<file path="config.mk">
export PLATFORM = sky130hd
export DESIGN_NAME = control_sequencer
export DESIGN_NICKNAME = d
export VERILOG_FILES = /design/src/rtl/cpu_pkg.sv /design/src/rtl/microcode_rom.sv /design/src/rtl/control_sequencer.sv
export SDC_FILE = /design/constraint.sdc
export NUM_CORES = 1
export LEC_CHECK = 0
export ABC_AREA = 1
export ABC_CLOCK_PERIOD_IN_PS = 1400
export BUFFER_PORTS_ARGS = -buffer_cell sky130_fd_sc_hd__buf_4
export CORE_MARGIN = 5
export CORE_UTILIZATION = 30
export CTS_CLUSTER_SIZE = 28
export DETAILED_ROUTE_END_ITERATION = 6
export SLEW_MARGIN = 10
export SYNTH_ARGS = -nofsm -noshare
export SYNTH_HDL_FRONTEND = slang
export SYNTH_HIERARCHICAL = 1
export SYNTH_SLANG_ARGS = --single-unit
</file>
<file path="constraint.sdc">
create_clock -name clk -period 1.4 [get_ports clk]
set_input_delay 0.28 -clock clk [delete_from_list [all_inputs] [get_ports clk]]
set_output_delay 0.28 -clock clk [all_outputs]
set_load 0.01 [all_outputs]
</file>
<file path="src/rtl/cpu_pkg.sv">
// Shared CPU definitions: opcode encodings, control-word bit positions and microstep count.
// Imported by the sequencer, the microcode ROM and the datapath blocks.
package cpu_pkg;

    typedef enum logic [3:0] {
        OP_NOP = 4'b0000,
        OP_LDA = 4'b0001,
        OP_ADD = 4'b0010,
        OP_SUB = 4'b0011,
        OP_STA = 4'b0100,
        OP_LDI = 4'b0101,
        OP_JMP = 4'b0110,
        OP_JC  = 4'b0111,
        OP_JZ  = 4'b1000,
        OP_OUT = 4'b1110,
        OP_HLT = 4'b1111
    } opcode_e;

    localparam int unsigned CTRL_W = 16;

    localparam int unsigned HLT = 15;
    localparam int unsigned MI  = 14;
    localparam int unsigned RI  = 13;
    localparam int unsigned RO  = 12;
    localparam int unsigned IO  = 11;
    localparam int unsigned II  = 10;
    localparam int unsigned AI  = 9;
    localparam int unsigned AO  = 8;
    localparam int unsigned EO  = 7;
    localparam int unsigned SU  = 6;
    localparam int unsigned BI  = 5;
    localparam int unsigned OI  = 4;
    localparam int unsigned CE  = 3;
    localparam int unsigned CO  = 2;
    localparam int unsigned J   = 1;
    localparam int unsigned FI  = 0;

    localparam int unsigned STEP_COUNT = 5;
    localparam int unsigned STEP_W     = 3;

    function automatic logic [CTRL_W-1:0] cbit(input int unsigned idx);
        return CTRL_W'(1) << idx;
    endfunction

endpackage

</file>
<file path="src/rtl/microcode_rom.sv">
// Purely combinational microcode table: (step, opcode, flags, halted) -> control word.
// Flags only matter at T2 of JC/JZ; a halted machine asserts HLT alone.
module microcode_rom
    import cpu_pkg::*;
(
    input  logic [STEP_W-1:0] step,
    input  logic [3:0]        opcode,
    input  logic              flag_carry,
    input  logic              flag_zero,
    input  logic              halted,
    output logic [CTRL_W-1:0] ctrl
);

    always_comb begin
        ctrl = '0;
        if (halted) begin
            ctrl = cbit(HLT);
        end else begin
            case (step)
                3'd0: ctrl = cbit(CO) | cbit(MI);
                3'd1: ctrl = cbit(RO) | cbit(II) | cbit(CE);
                3'd2: begin
                    case (opcode)
                        OP_LDA, OP_ADD, OP_SUB, OP_STA: ctrl = cbit(IO) | cbit(MI);
                        OP_LDI: ctrl = cbit(IO) | cbit(AI);
                        OP_JMP: ctrl = cbit(IO) | cbit(J);
                        OP_JC:  ctrl = flag_carry ? (cbit(IO) | cbit(J)) : '0;
                        OP_JZ:  ctrl = flag_zero  ? (cbit(IO) | cbit(J)) : '0;
                        OP_OUT: ctrl = cbit(AO) | cbit(OI);
                        OP_HLT: ctrl = cbit(HLT);
                        default: ctrl = '0;
                    endcase
                end
                3'd3: begin
                    case (opcode)
                        OP_LDA:         ctrl = cbit(RO) | cbit(AI);
                        OP_ADD, OP_SUB: ctrl = cbit(RO) | cbit(BI);
                        OP_STA:         ctrl = cbit(AO) | cbit(RI);
                        default:        ctrl = '0;
                    endcase
                end
                3'd4: begin
                    case (opcode)
                        OP_ADD:  ctrl = cbit(EO) | cbit(AI) | cbit(FI);
                        OP_SUB:  ctrl = cbit(EO) | cbit(AI) | cbit(SU) | cbit(FI);
                        default: ctrl = '0;
                    endcase
                end
                default: ctrl = '0;
            endcase
        end
    end

endmodule

</file>
<file path="src/rtl/control_sequencer.sv">
// Microstep sequencer: five-step counter plus sticky halt flag; control word comes
// combinationally from microcode_rom so ctrl follows step with no extra latency.
module control_sequencer
    import cpu_pkg::*;
(
    input  logic              clk,
    input  logic              reset,
    input  logic [3:0]        opcode,
    input  logic              flag_carry,
    input  logic              flag_zero,
    output logic [CTRL_W-1:0] ctrl,
    output logic [STEP_W-1:0] step,
    output logic              halted
);

    localparam logic [STEP_W-1:0] STEP_LAST = STEP_W'(STEP_COUNT - 1);
    localparam logic [STEP_W-1:0] STEP_HLT  = 3'd2;

    logic [STEP_W-1:0] step_q, step_d;
    logic              halted_q, halted_d;

    always_comb begin
        step_d   = step_q;
        halted_d = halted_q;
        if (!halted_q) begin
            step_d = (step_q == STEP_LAST) ? '0 : step_q + 3'd1;
            // Step still advances on the halting edge, so it freezes at T3.
            if (step_q == STEP_HLT && opcode == OP_HLT) begin
                halted_d = 1'b1;
            end
        end
    end

    always_ff @(posedge clk) begin
        if (reset) begin
            step_q   <= '0;
            halted_q <= 1'b0;
        end else begin
            step_q   <= step_d;
            halted_q <= halted_d;
        end
    end

    microcode_rom u_rom (
        .step       (step_q),
        .opcode     (opcode),
        .flag_carry (flag_carry),
        .flag_zero  (flag_zero),
        .halted     (halted_q),
        .ctrl       (ctrl)
    );

    assign step   = step_q;
    assign halted = halted_q;

endmodule
</file>
==> metrics list <==
- Run status: complete, but fails checks
- The checks that failed: negative setup slack.
- Post-synthesis register bit count: 4
- Clock skew after layout: 0.003274 ns
- TritonCTS built the clock tree.
- Combined area of all synthesized cells: 533.0 um2
- Fraction of power consumed by combinational cells: 51.7%
- NetSw: 0.0002148 W
- Startpoint class of the critical path: flip-flop
- The design draws 0.0005796 W.
- For this design the top-level I/O count stands at 28.
* Power share of the clock group: 23.4%
- Sum of overflow across all layers after global routing: 0
* Routability congestion estimate: 0.8937
* Via density: 4.579
* Final Non-Filler Cells: 164
- Synth area leader: sky130_fd_sc_hd__nand2_1
- Overall die width: 52.15 um
- First-pass iteration count of the detailed router: 4
- Syn_area_per_cell: 5.028 um2
* Clock buffer count from CTS: 3
- Required time of the critical path: 1.12 ns
- Final-report max-slew violation count: 0
- Via count of the first global-routing pass: 688
- The first global-routing pass estimated 2739 um of wire.
* Count of standard-cell rows: 15
* Sequential-to-total area share from yosys stat: 15.02%
- Hold repair after CTS inserted 0 buffers.
* Reg2reg setup slack: 0.19 ns
* Area growth, synth to finish: 69.25%
* Critical R2R Launch: step[1]
* Num Clock Sinks: 4
- Most frequent standard cell in the layout excluding fill and tap cells: sky130_fd_sc_hd__buf_4
* Die height: 52.15 um
* 1st-iter DRT viols: 10
- Fraction of final layout cells sized beyond drive strength 1: 41.73%
- The number of antenna violations at the first check in global routing was 0.
- Registers take 87.58 um2.
- Register clock-pin slew on the reported worst setup and hold paths: 0.04 ns
- Reported max-cap violation count: 0
- In this run, placement finished with an instance count of 160.
- Synthesis produced a netlist with a net count of 117.
- Deepest level of the CTS H-tree: 1
- Summing all multi-input logic gate instances after layout gives 439.2 um2.
- Clock latency on the worst-skew pair: 0.23 ns
- The floorplan step defined a die boundary enclosing 0.002720 mm2.
* Final worst hold slack: 0.2183 ns
- Data arrival, critical path: 1.26 ns
- Commonest non-fill, non-tap cells in the layout: sky130_fd_sc_hd__buf_4, sky130_fd_sc_hd__nand2_1, sky130_fd_sc_hd__nor2_1, sky130_fd_sc_hd__inv_1, sky130_fd_sc_hd__nand3_1
* Capture point of the worst path: ctrl[0]
- Type of the worst setup path: flip-flop to output port
* Clock root buffer: sky130_fd_sc_hd__clkbuf_4
- Power share of the sequential group: 24.9%
- Number of antenna cells inserted: 0
* Post-route DRC violation count: 0
- Synthesis handed over a netlist of 106 instances.
* Post-synthesis cell type count: 16
* Post-layout nets: 152
* Worst Setup SP: step[0]
- Placed wire-length estimate: 1306 um
- Via count of the routed design: 751
- PnR worst setup slack: -0.1369 ns
- Drt total wl: 1677 um
- At the pin with the least slew margin, the transition time is 0.2707 ns.
* Top post-synthesis cells by area: sky130_fd_sc_hd__nand2_1, sky130_fd_sc_hd__nor2_1, sky130_fd_sc_hd__dfxtp_1
* Count of buffers from port buffering: 27
* Part of the cycle the worst path needs: 109.8%
- Setup repair after global routing could not meet its margin everywhere.
- VDD sags by at most 0.4004 mV.
* Maximum operating frequency: 650.7 MHz
- Starting Density: 31.21%
- In this run the tightest slew margin relative to its limit is 81.76%.
- Entering global routing, the biggest net connects 11 pins.
- Power per unit of standard cell area: 642.5 mW/mm2
- The endpoint identified for the worst register-to-register timing path is step[1].
- Internal power summed over all cells: 0.0003648 W
- Summed over all cells, the static leakage comes to 0.4681 nW.
- Max Root-Sink Buffers: 2
* Routed wirelength normalized by instance count: 10.23 um
* Worst setup EP type: output port
* Setup violators final: 14
- Global routing used 13.05% of the available tracks.
- Final worst path period need: 1.537 ns
- Number of nets with antenna violations after routing: 0
* Largest fanout of any net on the critical path: 5
- The worst hold path belongs to the class input port to flip-flop.
- Total core area: 0.001708 mm2
- Hold violation count in the final report: 0
- Setup total negative slack: -0.8757 ns
- Worst-case reg-to-reg path depth: 7
- The layout has 179 filler cells.
- Yosys Warn Count: 6
- Of the post-synthesis cell area, the dominant cell type holds 19.72%.
- Net switching is 37.06% of the power.
state kept, by name (all words and copies together) (netlist names):
signal,flops
halted,1
step,3
critical path, stage by stage (launching register included):
cell and delay, ns:
sky130_fd_sc_hd__dfxtp_2 0.33, sky130_fd_sc_hd__buf_6 0.12, sky130_fd_sc_hd__nor2_4 0.09, sky130_fd_sc_hd__nand4_1 0.15, sky130_fd_sc_hd__nor2_1 0.20, sky130_fd_sc_hd__buf_4 0.15
layer usage:
metal | vias up | global-route usage, % | wire (um)
li1 | 398 | - | -
met1 | 322 | 15.12 | 699
met2 | 27 | 24.06 | 813
met3 | 4 | 1.433 | 137
met4 | 0 | 5.106 | 26
met5 | - | 0 | 0
worst min path at each step:
stage | start | endpoint | slack [ns] | depth (start not counted)
after floorplan | reset | halted | 0.35 | 1
after global placement | reset | step[1] | 0.46 | 2
after detailed placement | reset | step[1] | 0.46 | 2
after CTS | reset | step[1] | 0.21 | 2
after global routing | reset | halted | 0.21 | 2
final | reset | step[1] | 0.22 | 2
synthesized netlist by cell type:
cell type	count
sky130_fd_sc_hd__nand2_1	28
sky130_fd_sc_hd__nor2_1	27
sky130_fd_sc_hd__inv_1	15
sky130_fd_sc_hd__nand3_1	9
sky130_fd_sc_hd__a21oi_1	6
sky130_fd_sc_hd__dfxtp_1	4
sky130_fd_sc_hd__ha_1	3
sky130_fd_sc_hd__o21ai_0	3
sky130_fd_sc_hd__buf_4	2
sky130_fd_sc_hd__inv_2	2
sky130_fd_sc_hd__nor3_1	2
sky130_fd_sc_hd__buf_2	1
sky130_fd_sc_hd__nand4_1	1
sky130_fd_sc_hd__o21ai_1	1
sky130_fd_sc_hd__o22ai_1	1
sky130_fd_sc_hd__o31ai_1	1
layout make-up:
type | count | share of cell area [%]
flip-flops and latches | 4 | 9.709
well taps | 25 | 3.467
multi-input cells | 82 | 48.68
clock buffers | 3 | 2.497
inverters | 17 | 7.351
repair buffers | 33 | 28.29
cell families after synthesis:
family / synth area share [%]
buf+inv: 15.73
compound gates: 11.97
flops: 15.02
simple gates: 50.24
fa+ha+maj: 7.043
power by group through the flow:
stage               registers [W]  clock network (W)  logic (W)
floorplan                0.000148                  0   0.000127
global placement         0.000137                  0   0.000255
detailed placement       0.000137                  0   0.000255
CTS                      0.000144           0.000142   0.000280
global route             0.000146           0.000150   0.000336
finish                   0.000144           0.000136   0.000299
repair_timing:
item,in CTS,in global routing
resized for setup,18,10
setup buffers,0,1
pin swaps,8,5
endpoints found under the setup margin,15,16
metrics by stage:
stage / utilization, % / worst slack [ns] / cell area [um2]
global route: 52.82 / -0.2276 / 902.1
global placement: 45.93 / 0.01276 / 784.5
detailed placement: 45.93 / 0.01078 / 784.5
finish: 52.82 / -0.1369 / 902.1
floorplan: - / 0.04720 / 533.0
CTS: 50.55 / -0.1518 / 863.3
Power figures use the tool's default switching activity.
